--- src/rtl/pixel_frame_sequencer.sv ---
// Frame controller for the digital pixel array: ERASE -> EXPOSE -> CONVERT -> READ,
// with a shared ADC ramp count and per-handshake row stepping onto the data bus.
module pixel_frame_sequencer #(
    parameter int ERASE_CYCLES = 5,
    parameter int EXPOSE_TIME  = 255,
    parameter int CNT_W        = 8,
    parameter int ROWS         = 2,
    parameter int GRAY         = 1,
    localparam int ROW_W       = (ROWS > 1) ? $clog2(ROWS) : 1
) (
    input  logic             clk,
    input  logic             reset,
    input  logic             start,
    input  logic             cont,
    input  logic             abort,
    input  logic             rd_ready,
    output logic             erase,
    output logic             expose,
    output logic             convert,
    output logic             read,
    output logic [ROW_W-1:0] row_sel,
    output logic [CNT_W-1:0] adc_count,
    output logic             busy,
    output logic             frame_done
);

    localparam int PH_MAX = (ERASE_CYCLES > EXPOSE_TIME) ? ERASE_CYCLES : EXPOSE_TIME;
    localparam int PH_W   = (PH_MAX > 1) ? $clog2(PH_MAX) : 1;

    localparam logic [PH_W-1:0]  ERASE_LAST  = PH_W'(ERASE_CYCLES - 1);
    localparam logic [PH_W-1:0]  EXPOSE_LAST = PH_W'(EXPOSE_TIME - 1);
    localparam logic [ROW_W-1:0] ROW_LAST    = ROW_W'(ROWS - 1);
    localparam logic [CNT_W-1:0] RAMP_LAST   = '1;

    typedef enum logic [2:0] {
        S_IDLE,
        S_ERASE,
        S_EXPOSE,
        S_CONVERT,
        S_READ
    } state_t;

    state_t           state;
    logic [PH_W-1:0]  ph_cnt;
    logic [CNT_W-1:0] ramp;

    function automatic logic [CNT_W-1:0] encode(input logic [CNT_W-1:0] b);
        return (GRAY != 0) ? (b ^ (b >> 1)) : b;
    endfunction

    // Every output is a flop updated on the same edge as the state change, so
    // the strobes line up exactly with the phase they belong to.
    always_ff @(posedge clk or negedge reset) begin
        if (!reset) begin
            state      <= S_IDLE;
            ph_cnt     <= '0;
            ramp       <= '0;
            erase      <= 1'b0;
            expose     <= 1'b0;
            convert    <= 1'b0;
            read       <= 1'b0;
            row_sel    <= '0;
            adc_count  <= '0;
            busy       <= 1'b0;
            frame_done <= 1'b0;
        end else if (abort) begin
            state      <= S_IDLE;
            ph_cnt     <= '0;
            ramp       <= '0;
            erase      <= 1'b0;
            expose     <= 1'b0;
            convert    <= 1'b0;
            read       <= 1'b0;
            row_sel    <= '0;
            adc_count  <= '0;
            busy       <= 1'b0;
            frame_done <= 1'b0;
        end else begin
            // NOTE: non-blocking throughout; a later assignment in the same
            // branch (e.g. frame_done on the last row) overrides this default.
            frame_done <= 1'b0;
            case (state)
                S_IDLE: begin
                    if (start) begin
                        state  <= S_ERASE;
                        erase  <= 1'b1;
                        busy   <= 1'b1;
                        ph_cnt <= '0;
                    end
                end
                S_ERASE: begin
                    if (ph_cnt == ERASE_LAST) begin
                        state  <= S_EXPOSE;
                        erase  <= 1'b0;
                        expose <= 1'b1;
                        ph_cnt <= '0;
                    end else begin
                        ph_cnt <= ph_cnt + 1'b1;
                    end
                end
                S_EXPOSE: begin
                    if (ph_cnt == EXPOSE_LAST) begin
                        state     <= S_CONVERT;
                        expose    <= 1'b0;
                        convert   <= 1'b1;
                        ph_cnt    <= '0;
                        ramp      <= '0;
                        adc_count <= '0;
                    end else begin
                        ph_cnt <= ph_cnt + 1'b1;
                    end
                end
                S_CONVERT: begin
                    // Single ramp pass; the terminal count hands over to READ.
                    if (ramp == RAMP_LAST) begin
                        state     <= S_READ;
                        convert   <= 1'b0;
                        read      <= 1'b1;
                        row_sel   <= '0;
                        ramp      <= '0;
                        adc_count <= '0;
                    end else begin
                        ramp      <= ramp + 1'b1;
                        adc_count <= encode(ramp + 1'b1);
                    end
                end
                S_READ: begin
                    if (rd_ready) begin
                        if (row_sel == ROW_LAST) begin
                            row_sel    <= '0;
                            read       <= 1'b0;
                            frame_done <= 1'b1;
                            if (cont) begin
                                state  <= S_ERASE;
                                erase  <= 1'b1;
                                ph_cnt <= '0;
                            end else begin
                                state <= S_IDLE;
                                busy  <= 1'b0;
                            end
                        end else begin
                            row_sel <= row_sel + 1'b1;
                        end
                    end
                end
                default: begin
                    state <= S_IDLE;
                end
            endcase
        end
    end

endmodule

--- config.mk ---
export PLATFORM = sky130hd
export DESIGN_NAME = pixel_frame_sequencer
export DESIGN_NICKNAME = d
export VERILOG_FILES = /design/src/rtl/pixel_frame_sequencer.sv
export SDC_FILE = /design/constraint.sdc
export NUM_CORES = 1
export LEC_CHECK = 0
export ABC_AREA = 1
export CAP_MARGIN = 10
export CORE_UTILIZATION = 56
export DETAILED_ROUTE_END_ITERATION = 7
export PLACE_DENSITY = 0.79
export SLEW_MARGIN = 20
export SYNTH_ARGS = -nofsm -noshare
export SYNTH_HDL_FRONTEND = slang
export SYNTH_SLANG_ARGS = --single-unit
--- constraint.sdc ---
create_clock -name clk -period 1.6 [get_ports clk]
set_input_delay 0.16 -clock clk [delete_from_list [all_inputs] [get_ports clk]]
set_output_delay 0.16 -clock clk [all_outputs]
set_load 0.01 [all_outputs]
==> results of run 1 <==
## per-layer routing
| metal | routed length, µm | vias up | global-route usage |
|---|---|---|---|
| li1 | - | 954 | - |
| met5 | 0 | - | 0 |
| met3 | 178 | 4 | 0.0423 |
| met1 | 2010 | 808 | 0.306 |
| met2 | 1970 | 34 | 0.391 |
| met4 | 34 | 0 | 0.0959 |
## stage by stage
stage / area, µm² / std cells / hold WS [ns] / setup slack (ns)
6_report: 2470 / 362 / 0.218 / 0.118
2_1_floorplan: 2020 / 279 / -0.136 / 0.114
4_1_cts: 2410 / 361 / 0.228 / 0.00213
3_3_place_gp: 2360 / 353 / 0.454 / -0.0142
3_5_place_dp: 2360 / 353 / 0.460 / -0.0423
5_1_grt: 2470 / 362 / 0.261 / -0.0159
## worst max-delay path by stage
stage / start / end / slack [ns] / cells after the start
6_report: ph_cnt[0] / state[0] / 0.12 / 10
5_1_grt: ph_cnt[0] / state[0] / -0.02 / 11
4_1_cts: ph_cnt[0] / convert / 0.002 / 9
3_5_place_dp: abort / ph_cnt[3] / -0.04 / 9
3_3_place_gp: abort / ph_cnt[3] / -0.01 / 8
2_1_floorplan: ph_cnt[0] / ramp[5] / 0.11 / 10
## timing repair
action | CTS | global route
resized for setup | 1 | 17
hold buffers | 0 | 0
setup buffers | 0 | 1
endpoints found under the setup margin | 1 | 31
pin swaps | 0 | 2
## sequential cells by signal, indices dropped and copies added, names as in the netlist
register    count
state           3
ph_cnt          8
busy            1
ramp            7
adc_count       8
expose          1
frame_done      1
read            1
row_sel         1
convert         1
erase           1
## logic make-up after synthesis
kind of cell	count (synthesis)	synth area share
compound gates	19	0.0594
xor+xnor	7	0.0303
fa+ha+maj	4	0.0247
buf+inv	35	0.0767
flops	33	0.408
simple gates	181	0.401
## power groups by stage
stage	registers (mW)	clock network, mW	logic, mW
after CTS	1.07	0.461	1.08
after detailed placement	1.08	0	1.07
after floorplan	1.11	0	0.673
final	1.08	0.446	1.12
after global placement	1.08	0	1.06
after global routing	1.10	0.494	1.25
## worst max-delay path: stages (launching register included)
cell and delay, ns:
dfrtp_1 0.40, inv_2 0.10, ha_1 0.15, nor3b_2 0.18, nand2_1 0.12, nand2_1 0.12
nand2_4 0.09, inv_2 0.08, nand2_1 0.05, nand2_1 0.05, nand2_1 0.04
## placed cells by master (no fill, tap or decap), drive strengths merged, types with 3 or more instances in the layout
cell	netlist	routed
nor2	20	20
nand4	4	4
nand3	28	28
xor2	5	5
ha	4	4
buf	5	14
clkdlybuf4s50	0	20
o21ai	15	15
inv	30	30
nor3	3	3
dfrtp	33	33
clkbuf	0	6
nand2	120	120
a21oi	3	3
## layout make-up
| class | count | area (µm²) |
|---|---|---|
| sequential | 33 | 827 |
| clock inverter | 2 | 10.0 |
| fill | 264 | 920 |
| tap | 46 | 57.6 |
| clock buffer | 6 | 41.3 |
| multi-input combinational | 211 | 1090 |
| timing repair buffer | 34 | 330 |
| inverter | 30 | 113 |
==> flow_summary_export.csv, run 1 <==
group,metric,value,unit
sta,tns,0,ns
layout,fin_nets,325,
drt,drtIter0Drc,127,
run_status,status,"finished clean",
clocking,clkSlewWorstSetupHoldPaths,0.10,ns
global_routing,grt_first_pass_wirelength,7.32,mm
power_and_ir_drop,internal_power,1.57,mW
sta,worst_pin_slew,0.413,ns
synth,synth_top_area_frac,0.408,
power_and_ir_drop,clkPwrFrac,0.168,
layout,drive_above_1_share,0.180,
synth,synth_flop_cell,"dfrtp_1",
placed_design,hpwl,2.98,mm
sta,setup_violations,0,
power_and_ir_drop,p_switching,1.08,mW
floorplan,fp.dieW,62.1,µm
worst_setup_path,r2r_cells,10,
clocking,cts_max_level,2,
global_routing,gr-total-overflow,0,
global_routing,grt_pass1_vias,1693,
clocking,cts_sinks,33,
synth,yosysMostFrequentCell,"nand2_1",
power_and_ir_drop,p_leak,1.27,nW
synth,ys_top_cells_by_area,"dfrtp_1 41%, nand2_1 22%, nand3_1 5.9%",
layout,n_antenna_cell,0,
global_routing,gr-usage-all-layers,0.236,
synth,ys_seq_area_frac,0.408,
synth,syn_nets,289,
sta,min_period_over_period,0.926,
clocking,cts_tree,"built",
sta,hold_viol_final,0,
layout,area_growth,22.1,%
synth,avgSynthCellArea,7.25,µm²
drt,wl,4.19,mm
floorplan,fp.dieH,62.1,µm
worst_setup_path,crit_type,"reg -> reg",
worst_setup_path,reg2reg_from,"ph_cnt[0]",
drt,ant_nets,0,
synth,yosys.area.top_type,"dfrtp_1",
global_routing,grt_max_degree,34,
floorplan,start_util,0.597,
sta,slew_headroom,0.725,
synth,syn_inst,279,
sta,post-route-min-period,1.48,ns
job,maxCapViolations,0,
worst_setup_path,arrival,1.71,ns
clocking,cts_root_buffer,"clkbuf_4",
worst_setup_path,r2r_slack,0.12,ns
sta,fmax,675,MHz
power_and_ir_drop,power,2.65,mW
synth,synth_area,2020,µm²
sta,grt_setup_unrepaired,"yes",
drt,firstDrtPassIters,7,
power_and_ir_drop,sequentialPowerShare,0.410,
clocking,clock_latency,0.34,ns
min_path,hp-class,"in -> async",
layout,final_util,0.729,
sta,skew,0.00719,ns
drt,drc,0,
synth,ys_top_cells_by_count,"116 x nand2_1, 33 x dfrtp_1, 25 x inv_1, 24 x nand3_1, 16 x nor2_1",
synth,synth-seq-cells,33,
clocking,cts_buffers,5,
sta,drv_slew,0,
global_routing,antenna_found_initial,0,
worst_setup_path,required,1.83,ns
placed_design,gp_congestion,0.891,
power_and_ir_drop,combPwrFrac,0.422,
worst_setup_path,worst_setup_path_end_kind,"flop",
drt,vias_per_cell,4.97,
placed_design,io_buffers,20,
synth,synth_edf_count,0,
drt,vias,1800,
synth,ys_warn_count,0,
floorplan,io_pins,21,
clocking,clk_path_buf_depth,2,
power_and_ir_drop,ir_worst_vdd,1110,µV
power_and_ir_drop,swShare,0.407,
synth,ys_types,30,
synth,async_flop_share,1.00,
floorplan,core,3390,µm²
worst_setup_path,worst_r2r_endpoint,"state[0]",
power_and_ir_drop,p_per_area,1070,nW/µm²
worst_setup_path,critPathLaunchType,"flop",
drt,avgRoutedWirePerCell,11.6,µm
floorplan,rows,21,
floorplan,die_area,3860,µm²
worst_setup_path,path_max_fanout,6,
No activity file was read; power rests on OpenSTA's default activity.
==> inputs of run 2 (changes only) <==
CELL_PAD_IN_SITES_DETAIL_PLACEMENT = 1   (was default)
CELL_PAD_IN_SITES_GLOBAL_PLACEMENT = 1   (was default)
CORE_UTILIZATION = 41   (was 56)
PLACE_DENSITY = default   (was 0.79)
PLACE_DENSITY_LB_ADDON = 0.1   (was default)
==> run 2 against run 1 <==
  * Clock power is 30% higher
  * Largest power group unchanged
  * Highest routed layer unchanged
  * Final area is 6.9% higher
  * Wire length is 32% higher
  * Utilization is 17 points lower
  * Hold slack better by 0.082 ns
  * First-iteration DRC count is 61% lower
  * Combinational power is 24% higher
  * Clock skew is 0.0019 ns lower
  * Count of clock-buffer cells in the layout is 1 lower
  * Die area is 35% higher
  * Sequential share of layout area is 2.1 points lower
  * Non-clock buffer count is 15 higher
  * Critical endpoint is now ph_cnt[7]
==> flow_summary_export.csv, run 2 (synthesis results as in run 1) <==
group,metric,value,unit
sta,grt_setup_unrepaired,"yes",
layout,fillerInstances,589,
power_and_ir_drop,power,3.07,mW
sta,fmax,656,MHz
drt,avgRoutedWirePerCell,14.0,µm
clocking,cts_sinks,33,
sta,post-route-min-period,1.52,ns
worst_setup_path,critPathLaunchType,"input pin",
floorplan,fp.dieW,72.2,µm
min_path,hp-class,"in -> async",
worst_setup_path,path_max_fanout,8,
worst_setup_path,crit_chain,"clkdlybuf4s50_1 > inv_1 > buf_4 > nand2_1 > nor2_1 > nand2_1 > nand2_2 > nand2_1 > nand2_1",
clocking,cts_root_buffer,"clkbuf_8",
floorplan,start_util,0.428,
placed_design,hpwl,3.98,mm
floorplan,fp.dieH,72.2,µm
layout,layout_common_cells,"113 x nand2_1, 30 x dfrtp_1, 27 x buf_4",
sta,worst_pin_slew,0.453,ns
worst_setup_path,cpPeakStageDelay,0.48,ns
power_and_ir_drop,p_switching,1.23,mW
drt,vias,1951,
sta,min_period_over_period,0.953,
sta,timing.hold.ws,0.300,ns
sta,skew,0.00527,ns
placed_design,gp_congestion,0.842,
floorplan,rows,25,
sta,drv_slew,0,
global_routing,grt_first_pass_wirelength,9.30,mm
run_status,status,"finished clean",
floorplan,core,4720,µm²
sta,hold_viol_final,0,
job,maxCapViolations,0,
global_routing,gr-total-overflow,0,
clocking,cts_tree,"built",
power_and_ir_drop,swShare,0.400,
power_and_ir_drop,combPwrFrac,0.452,
drt,firstDrtPassIters,4,
drt,drc,0,
global_routing,antenna_found_initial,0,
sta,setup_violations,0,
worst_setup_path,r2r_slack,0.09,ns
worst_setup_path,cp_common_cell,"nand2_1",
worst_setup_path,required,1.82,ns
worst_setup_path,slowest_stage,"clkdlybuf4s50_1",
layout,area_growth,30.6,%
clocking,cts_max_level,2,
power_and_ir_drop,clkPwrFrac,0.189,
layout,final_common_cell,"nand2_1",
global_routing,gr-usage-all-layers,0.232,
worst_setup_path,cp_num_buf_inv,3,
layout,reg_top3,"adc_count (8), ph_cnt (8), ramp (7)",
clocking,cts_buffers,5,
worst_setup_path,worst_setup_path_end_kind,"flop",
layout,n_antenna_cell,0,
sta,slew_headroom,0.698,
clocking,clkSlewWorstSetupHoldPaths,0.07,ns
worst_setup_path,crit_family,"buffers and inverters",
global_routing,grt_pass1_vias,2030,
power_and_ir_drop,internal_power,1.84,mW
power_and_ir_drop,p_leak,1.36,nW
sta,tns,0,ns
floorplan,die_area,5220,µm²
power_and_ir_drop,ir_worst_vdd,931,µV
global_routing,grt_max_degree,34,
layout,fin_nets,340,
clocking,cts_hold_buf,0,
clocking,clk_path_buf_depth,2,
layout,drive_above_1_share,0.225,
drt,ant_nets,0,
worst_setup_path,crit_type,"in -> reg",
drt,vias_per_cell,4.93,
worst_setup_path,arrival,1.74,ns
drt,wl,5.54,mm
power_and_ir_drop,sequentialPowerShare,0.359,
drt,drtIter0Drc,50,
floorplan,io_pins,21,
placed_design,io_buffers,20,
clocking,clock_latency,0.28,ns
power_and_ir_drop,p_per_area,1160,nW/µm²
-- run 2: cell count changes in the layout (fill, tap and decap cells not counted), sizes merged --
cell / previous run / this run
clkbuf: 6 / 5
clkinv: 2 / 1
buf: 14 / 29
-- run 2: layer usage --
layer | share of wire | track usage | up-vias
met2 | 0.50 | 0.402 | 21
met5 | 0 | 0 | -
met1 | 0.46 | 0.292 | 945
met3 | 0.020 | 0.0403 | 9
met4 | 0.018 | 0.0784 | 0
li1 | - | - | 976
-- run 2: cell type report --
class,instances,area [µm²],area share
clock inverters,1,5.00,0.00189
well taps,67,83.8,0.0317
multi-input cells,211,1110,0.419
repair buffers,49,434,0.164
clock buffers,5,68.8,0.0261
flip-flops and latches,33,830,0.314
inverters,30,113,0.0426
-- run 2: repair_timing --
item,CTS,global route
pin swaps,0,8
gates cloned,0,0
setup endpoints to repair,2,29
setup buffers,0,3
gates resized for setup,2,22
-- run 2: metrics by stage --
step	setup WS [ns]	cells	utilization	area [µm²]
3_3_place_gp	0.0437	387	0.523	2470
3_5_place_dp	-0.0589	387	0.523	2470
6_report	0.0750	396	0.559	2640
2_1_floorplan	0.114	279	-	2020
4_1_cts	0.00499	393	0.542	2560
5_1_grt	-0.00976	396	0.559	2640
-- run 2: path summary, 6_finish.rpt --
path | start | end | depth (start not counted)
worst min register to register | read | read | 2
max in group asynchronous | reset | state[2] | 2
worst max-delay path | abort | ph_cnt[7] | 9
worst max register to register | state[2] | row_sel | 9
min in group clk | read | read | 2
worst min-delay path | reset | adc_count[7] | 2
-- run 2: power by group through the flow --
stage / registers, mW / clock network (mW) / logic, mW
after floorplan: 1.11 / 0 / 0.673
after global placement: 1.08 / 0 / 1.26
after detailed placement: 1.09 / 0 / 1.29
after CTS: 1.08 / 0.598 / 1.33
after global routing: 1.12 / 0.628 / 1.54
final: 1.10 / 0.581 / 1.39
